## src/rtl/irq_arbiter.sv

```systemverilog
// Interrupt/exception arbiter feeding the CPU control decoder: latches peripheral
// request edges, masks them, picks one event by fixed priority and records cause/EPC.
module irq_arbiter #(
   parameter int NSRC = 4
) (
   input  logic            clk,
   input  logic            reset,
   input  logic [NSRC-1:0] irq_src,
   input  logic            mask_wr,
   input  logic [NSRC-1:0] mask_wdata,
   input  logic            pchigh,
   input  logic            exc_req,
   input  logic [31:0]     pc_in,
   input  logic            eret,
   output logic            irq_out,
   output logic            exc_out,
   output logic [2:0]      cause,
   output logic [31:0]     epc,
   output logic [NSRC-1:0] irq_mask,
   output logic            in_service,
   output logic            dbl_fault
);

   typedef enum logic [1:0] {IDLE, TAKE_EXC, TAKE_IRQ, SERVICE} state_e;

   state_e          state_q, state_d;
   logic [NSRC-1:0] prev_q, prev_d;
   logic [NSRC-1:0] pend_q, pend_d;
   logic [NSRC-1:0] mask_q, mask_d;
   logic [31:0]     epc_q, epc_d;
   logic [2:0]      cause_q, cause_d;
   logic            dbl_q, dbl_d;

   logic [NSRC-1:0] eligible, win_onehot;
   logic [2:0]      win_cause;
   logic            accept_exc, accept_irq;

   assign eligible = pend_q & mask_q;

   // Scan from the top down so the lowest eligible index is the last to overwrite.
   always_comb begin
      win_onehot = '0;
      win_cause  = '0;
      for (int i = NSRC - 1; i >= 0; i--) begin
         if (eligible[i]) begin
            win_onehot    = '0;
            win_onehot[i] = 1'b1;
            win_cause     = 3'(i + 1);
         end
      end
   end

   // NOTE: every signal gets a default at the top so no path leaves it unassigned (no latch).
   always_comb begin
      state_d    = state_q;
      accept_exc = 1'b0;
      accept_irq = 1'b0;
      case (state_q)
         IDLE: begin
            if (!pchigh) begin
               if (exc_req) begin
                  accept_exc = 1'b1;
                  state_d    = TAKE_EXC;
               end else if (|eligible) begin
                  accept_irq = 1'b1;
                  state_d    = TAKE_IRQ;
               end
            end
         end
         TAKE_EXC, TAKE_IRQ: state_d = SERVICE;
         SERVICE:            if (eret) state_d = IDLE;
         default:            state_d = IDLE;
      endcase
   end

   always_comb begin
      prev_d  = irq_src;
      // A fresh edge re-arms the bit even if the same source is being accepted now.
      pend_d  = (pend_q & ~(accept_irq ? win_onehot : '0)) | (irq_src & ~prev_q);
      mask_d  = mask_wr ? mask_wdata : mask_q;
      epc_d   = (accept_exc || accept_irq) ? pc_in : epc_q;
      cause_d = cause_q;
      if (accept_exc)                         cause_d = 3'd7;
      else if (accept_irq)                    cause_d = win_cause;
      else if (state_q == SERVICE && eret)    cause_d = 3'd0;
      // An exception that cannot be entered (kernel mode, or already in a handler) is fatal.
      dbl_d   = dbl_q | (exc_req & ((state_q != IDLE) | pchigh));
   end

   // NOTE: sequential state uses non-blocking assignments so all flops update together.
   always_ff @(posedge clk or negedge reset) begin
      if (!reset) begin
         state_q <= IDLE;
         prev_q  <= '0;
         pend_q  <= '0;
         mask_q  <= '0;
         epc_q   <= '0;
         cause_q <= '0;
         dbl_q   <= 1'b0;
      end else begin
         state_q <= state_d;
         prev_q  <= prev_d;
         pend_q  <= pend_d;
         mask_q  <= mask_d;
         epc_q   <= epc_d;
         cause_q <= cause_d;
         dbl_q   <= dbl_d;
      end
   end

   always_comb begin
      irq_out    = (state_q == TAKE_IRQ);
      exc_out    = (state_q == TAKE_EXC);
      in_service = (state_q != IDLE);
      cause      = cause_q;
      epc        = epc_q;
      irq_mask   = mask_q;
      dbl_fault  = dbl_q;
   end

endmodule

```

## config.mk

```make
export PLATFORM = sky130hd
export DESIGN_NAME = irq_arbiter
export DESIGN_NICKNAME = d
export VERILOG_FILES = /design/src/rtl/irq_arbiter.sv
export SDC_FILE = /design/constraint.sdc
export NUM_CORES = 1
export LEC_CHECK = 0
export CAP_MARGIN = 10
export CORE_AREA = 5 5 89 91
export DETAILED_ROUTE_END_ITERATION = 16
export DIE_AREA = 0 0 94 96
export PLACE_DENSITY = 0.61
export SLEW_MARGIN = 20
export SYNTH_ARGS = -nofsm -noshare
export SYNTH_HDL_FRONTEND = slang
export SYNTH_SLANG_ARGS = --single-unit
export TNS_END_PERCENT = 1
```

## constraint.sdc

```tcl
create_clock -name clk -period 1.8 [get_ports clk]
set_clock_uncertainty 0.1 [all_clocks]
set_input_delay 0.18 -clock clk [delete_from_list [all_inputs] [get_ports clk]]
set_output_delay 0.18 -clock clk [all_outputs]
set_load 0.03 [all_outputs]
```

==> reports/metrics.csv, run 1 <==
stage,metric,value,unit
clock_tree,cts.clk_slew.worst_paths,90,ps
clock_tree,cts_tree,built,
synthesis,avgSynthCellArea,15.5,sq um
synthesis,synth_top_area_share,58.0,%
synthesis,synth.most_common_cell,dfrtp_1,
pwr,switching_share,37.8,%
timing,clock.fmax,0.578,GHz
placement,place.gp.congestion,0.759,
run_status,outcome,completed,
critical_path,timing.rr.end,epc[2],
clock_tree,numCtsBuffers,5,
floorplanning,start_util,30.6,%
floorplanning,io_pins,89,
worst_hold_path,hp-start,irq_src[0],
drt,drc_errors,0,
synthesis,yosys_warnings,0,
pwr,ir_drop,0.000712,V
timing,hold_viol,0,
grt,grt_overflow,0,
pwr,power_switching,2.25,mW
final_layout,areaGrowthSynthToFinish,58.4,%
synthesis,yosysUniqueCellTypes,25,
synthesis,synth-compound-area-share,7.01,%
critical_path,cp-start-kind,flip-flop,
floorplanning,fp.dieH,96,um
floorplanning,rows,31,
synthesis,netlist_area,0.00216,sq mm
clock_tree,ctsLongestPathBuffers,2,
grt,grt_usage,10.9,%
synthesis,synthTopCellsByArea,"dfrtp_1 (58%), mux2_4 (19%), mux2_2 (5.7%)",
worst_hold_path,hold_depth,1,
final_layout,drive_above_1_share,27.9,%
drt,vias,1506,
pwr,sequentialPowerShare,30.9,%
synthesis,yosys.area_share.adder,2.90,%
critical_path,rr_startpoint,state_q[1],
final_layout,nNetsFinal,297,
placement,dp_hpwl,3.57,mm
synthesis,synth_xor_area_share,0,%
synthesis,syn_inst,139,
drt,post_drt_wl_per_cell,14.6,um
critical_path,r2r_slack,80,ps
synthesis,synthMuxAreaShare,25.0,%
drt,antenna_left,0,
synthesis,synthFlopType,dfrtp_1,
pwr,pwr-share-comb,55.8,%
worst_hold_path,worstHoldPathType,primary input to flip-flop,
timing,slew_viol_final,0,
synthesis,synth-edff-count,0,
pwr,clockPowerShare,13.3,%
grt,grt_pass1_wl,7.67,mm
drt,drt_pass1_iterations,6,
placement,portBuffers,88,
synthesis,syn-num-nets,190,
clock_tree,root_buffer,clkbuf_8,
floorplanning,dieWidth,94,um
timing,rsz0062_at_grt,true,
synthesis,synth-simple-area-share,4.17,%
pwr,p_int,3.71,mW
clock_tree,worstSkewPairLatency,300,ps
critical_path,required,1520,ps
critical_path,crit_path_end_kind,primary output,
final_layout,multi_input_area,863,sq um
timing,relSlewSlack,73.6,%
timing,min_period_over_period,96.1,%
final_layout,regArea,0.00125,sq mm
critical_path,worstRegToRegCells,7,
flow_run,drv_cap,0,
timing,final-setup-viol-count,0,
synthesis,async_flop_share,100,%
pwr,powerDensity,1740,mW/mm^2
grt,grt_max_degree,51,
grt,grt_pass1_vias,1545,
critical_path,arrival,1450,ps
drt,drt-total-wl,5.07,mm
floorplanning,die-area,0.00902,sq mm
critical_path,path_class,flip-flop to primary output,
synthesis,synth_common_cells,"dfrtp_1 (50), mux2_4 (27), mux2_2 (11)",
drt,viasPerCell,4.35,
final_layout,fin_util,48.4,%
worst_hold_path,min_to,prev_q[0],
synthesis,yosysTopAreaCell,dfrtp_1,
pwr,p_total,5.96,mW
synthesis,ys_seq_area_share,58.0,%
critical_path,crit_path_max_fanout,4,
timing,fin_crit,1730,ps
pwr,p_leak,1.47,nW
grt,antenna_found_initial,0,
timing,tightestPinTransition,395,ps
synthesis,synth_top_family_by_area,multiplexers,
floorplanning,fp.coreArea,0.00706,sq mm
synthesis,ys_seq_elements,50,
clock_tree,cts.sinks,50,
final_layout,antenna_cells,0,
drt,drt_iter0_drc,41,
clock_tree,htree_levels,2,
final_layout,fill_cells,661,
-- placed cells by master, fill, tap and decap left out, types with 2 or more instances in the layout --
cell type,n
clkdlybuf4s50_1,83
dfrtp_1,50
mux2_4,27
mux2_2,11
nand2_1,8
buf_4,8
inv_1,6
clkbuf_8,5
ha_1,4
a22o_1,3
o21ai_0,3
buf_12,3
inv_2,2
nor2b_1,2
nand3_1,2
nand2b_1,2
and2_1,2
buf_6,2
clkbuf_2,2
dlygate4sd2_1,2
-- metal layers --
layer  track usage [%]  vias up  share of wire, %
li1                  -      704                 -
met1              14.7      735                46
met2              16.7       62                46
met3              3.28        5               7.0
met4              3.49        0               1.0
met5                 0        -                 0
-- worst max-delay path by stage --
| stage | from | end | slack, ps |
|---|---|---|---|
| floorplan | state_q[0] | epc[10] | 20 |
| global route | state_q[0] | state_q[0] | -7 |
| finish | irq_mask[1] | irq_mask[1] | 70 |
| CTS | state_q[1] | epc[2] | 20 |
| detailed placement | state_q[0] | epc[4] | -20 |
| global placement | pchigh | epc[2] | -3 |
-- kinds of logic after synthesis --
logic type                 after synthesis
muxes                                   39
buffers and inverters                   11
AOI/OAI and AO/OA                       16
adders and majority gates                5
and+or+nand+nor                         18
DFF                                     50
-- layout make-up --
class	instances	share of cell area, %
sequential	50	36.6
timing repair buffer	103	30.4
multi-input combinational	78	25.2
tap	99	3.62
clock buffer	6	2.12
clock inverter	2	1.10
inverter	8	0.878
-- what timing repair did --
action / in CTS / in global routing
endpoints found under the hold margin: 50 / 0
pin swaps: 1 / 0
gates cloned: 0 / 2
setup buffers: 0 / 1
endpoints found under the setup margin: 19 / 37
resized for setup: 6 / 8
hold buffers: 1 / 0
-- power by group through the flow --
stage / combinational [mW] / sequential, mW / clock [mW]
after detailed placement: 3.25 / 1.86 / 0
after global routing: 3.49 / 1.91 / 0.871
final: 3.32 / 1.84 / 0.790
after CTS: 3.25 / 1.85 / 0.826
after floorplan: 1.15 / 2.66 / 0
after global placement: 3.22 / 1.86 / 0
-- worst max-delay path, cell delays in order, from the launching register on --
cell and delay [ps]:
dfrtp_1 360, buf_4 130, clkdlybuf4s50_1 660
-- registers in the layout (all words and copies together) (netlist names) --
signal	cells
state_q	2
pend_q	4
cause	3
irq_mask	4
prev_q	4
dbl_fault	1
epc	32
-- through the flow --
| stage | setup slack, ps | cell area [sq um] | std cells | TNS [ps] | hold WS, ps |
|---|---|---|---|---|---|
| floorplan | 23.4 | 2160 | 139 | 0 | -216 |
| global placement | -2.76 | 3230 | 334 | -10.1 | 93.1 |
| detailed placement | -24.5 | 3230 | 334 | -106 | 93.0 |
| CTS | 18.3 | 3360 | 343 | 0 | 241 |
| global route | -6.90 | 3420 | 346 | -7.21 | 232 |
| finish | 69.6 | 3420 | 346 | 0 | 249 |
(Power assumes the default switching activity.)
==> run 2, diff against run 1 <==
CORE_AREA = 2 2 86 88   (was 5 5 89 91)
DIE_AREA = 0 0 88 90   (was 0 0 94 96)
==> run 2 against run 1 <==
  * Utilization decreased by 0.25 points
  * Die area shrank 12%
  * Worst hold slack about the same
  * Clock power down 19%
  * Non-clock buffer count is 1 lower
  * Critical endpoint is now irq_mask[3]
  * Largest cell class unchanged
  * Largest power group unchanged
==> reports/metrics.csv, run 2 (synthesis gave the netlist of run 1 again) <==
stage,metric,value,unit,change
clock_tree,numCtsBuffers,5,,unchanged
floorplanning,rows,31,,unchanged
clock_tree,cts_tree,built,,
pwr,sequentialPowerShare,31.9,%,+1.0 points
pwr,powerDensity,1700,mW/mm^2,-2.3%
pwr,ir_drop,0.000788,V,+11%
pwr,switching_share,38.1,%,+0.32 points
floorplanning,dieWidth,88,um,-6.4%
pwr,p_int,3.56,mW,-3.9%
placement,place.gp.congestion,0.747,,-1.6%
drt,antenna_left,0,,unchanged
placement,dpl_cell_area,0.00326,sq mm,+0.85%
clock_tree,cts_setup_buffers,0,,unchanged
critical_path,slowest_stage,clkdlybuf4s50_1,,
grt,antenna_found_initial,0,,unchanged
final_layout,fin_area,0.00338,sq mm,-1.1%
critical_path,critical_path.cell_chain,clkdlybuf4s50_1,,
critical_path,path_class,flip-flop to primary output,,
drt,wl_met3,274,um,-22%
timing,tightestPinTransition,504,ps,+109 ps
timing,clock.fmax,0.575,GHz,-0.45%
grt,grt_pass1_wl,7.26,mm,-5.4%
final_layout,final_common_cell,clkdlybuf4s50_1,,
drt,drt_pass1_iterations,4,,-2
critical_path,crit_path_max_fanout,4,,unchanged
timing,timing.hold.ws,249,ps,-0.466 ps
final_layout,areaGrowthSynthToFinish,56.8,%,
floorplanning,fp.dieH,90,um,-6.3%
drt,drt-met1-wl,2.08,mm,-10%
floorplanning,start_util,30.7,%,+0.17 points
drt,drt_iter0_drc,18,,-56%
grt,grt_overflow,0,,unchanged
timing,slew_viol_final,0,,unchanged
final_layout,antenna_cells,0,,unchanged
pwr,clockPowerShare,11.2,%,-2.1 points
critical_path,crit_buf_inv,1,,-1
timing,min_period_over_period,96.6,%,+0.44 points
critical_path,cp-start-kind,flip-flop,,
final_layout,drive_above_1_share,28.0,%,+0.11 points
drt,vias,1463,,-2.9%
drt,post_drt_wl_per_cell,12.8,um,-13%
timing,final-setup-viol-count,0,,unchanged
drt,wl_met2,2.03,mm,-13%
timing,setup_ws,61.7,ps,-7.87 ps
clock_tree,ctsLongestPathBuffers,2,,unchanged
clock_tree,cts.clk_slew.worst_paths,90,ps,about the same
placement,portBuffers,88,,unchanged
floorplanning,io_pins,89,,unchanged
floorplanning,fp.coreArea,0.00702,sq mm,-0.55%
clock_tree,root_buffer,clkbuf_8,,
timing,rsz0062_at_grt,false,,
grt,grt_usage,11.6,%,+0.68 points
clock_tree,htree_levels,2,,unchanged
timing,relSlewSlack,66.4,%,-7.2 points
drt,viasPerCell,4.24,,-2.6%
placement,dp_slack,-44.2,ps,-19.7 ps
drt,drt-total-wl,4.41,mm,-13%
floorplanning,die-area,0.00792,sq mm,-12%
final_layout,nNetsFinal,296,,-0.34%
final_layout,final_cell_mix,"clkdlybuf4s50_1 (82), dfrtp_1 (50), mux2_4 (27)",,
critical_path,cpLargestDelayFamily,buffers and inverters,,
pwr,pwr-share-comb,56.9,%,+1.1 points
clock_tree,cts.sinks,50,,unchanged
critical_path,critPathMaxStageDelay,710,ps,+50 ps
timing,fin_setup_tns,0,ps,unchanged
grt,grt_max_degree,30,,-41%
critical_path,arrival,1460,ps,about the same
run_status,outcome,completed,,
flow_run,drv_cap,0,,unchanged
grt,grt_pass1_vias,1484,,-3.9%
pwr,p_leak,1.46,nW,-0.55%
timing,fin_crit,1740,ps,+7.87 ps
worst_hold_path,worstHoldPathType,primary input to flip-flop,,
placement,dp_hpwl,3.29,mm,-7.9%
final_layout,fill_cells,638,,-3.5%
drt,dr.max_layer_used,met4,,
drt,drc_errors,0,,unchanged
clock_tree,worstSkewPairLatency,300,ps,about the same
final_layout,largest_reg_flops,32,,unchanged
pwr,power_switching,2.19,mW,-2.6%
timing,hold_viol,0,,unchanged
critical_path,crit_path_end_kind,primary output,,
critical_path,required,1520,ps,about the same
## run 2: routing by layer
metal / vias up / global-route usage [%]
li1: 703 / -
met1: 707 / 15.9
met2: 51 / 17.7
met3: 2 / 3.12
met4: 0 / 3.46
met5: - / 0
## run 2: final timing paths
check | startpoint | end | slack (ps) | depth (start not counted)
worst max-delay path | irq_mask[3] | irq_mask[3] | 60 | 1
worst min-delay path | irq_src[2] | prev_q[2] | 250 | 1
worst max register to register | state_q[0] | epc[3] | 90 | 6
worst min register to register | prev_q[0] | pend_q[0] | 340 | 1
max in group asynchronous | reset | epc[3] | 780 | 3
min in group asynchronous | reset | epc[19] | 280 | 2
## run 2: layout make-up
| cell class | instances | area, sq um | share of cell area, % |
|---|---|---|---|
| multi-input cells | 78 | 872 | 25.8 |
| repair buffers | 102 | 1020 | 30.0 |
| flip-flops and latches | 50 | 1250 | 37.0 |
| well taps | 99 | 124 | 3.66 |
| clock inverters | 2 | 17.5 | 0.518 |
| clock buffers | 6 | 72.6 | 2.14 |
| inverters | 8 | 30.0 | 0.888 |
## run 2: what timing repair did
action / in CTS / in global routing
hold endpoints to repair: 21 / 0
pin swaps: 0 / 0
resized for setup: 6 / 9
setup endpoints to repair: 9 / 30
hold buffers: 1 / 0
## run 2: power by group through the flow
stage	sequential, mW	clock (mW)	combinational, mW
after floorplan	2.66	0	1.15
after global placement	1.86	0	3.26
after detailed placement	1.86	0	3.27
after CTS	1.84	0.684	3.28
after global routing	1.90	0.734	3.47
final	1.84	0.643	3.28
## run 2: per-stage QoR
stage / utilization [%] / total power [mW] / cells
finish: 48.2 / 5.76 / 345
global route: 48.2 / 6.11 / 345
CTS: 47.9 / 5.81 / 345
detailed placement: 46.4 / 5.13 / 336
global placement: 46.4 / 5.12 / 336
floorplan: - / 3.81 / 139
## run 2: worst reg2reg max path: cells and delay by family (launching register included)
family	cells	cell delay [ps]
simple gates	1	60
compound gates	1	180
fa+ha+maj	1	160
flops	1	410
buf+inv	2	320
mux	1	360
==> run 3, diff against run 2 <==
HOLD_SLACK_MARGIN = 0.03   (was default)
==> results of run 3 <==
The final DEF is identical to that of run 2; final timing and power are the same.
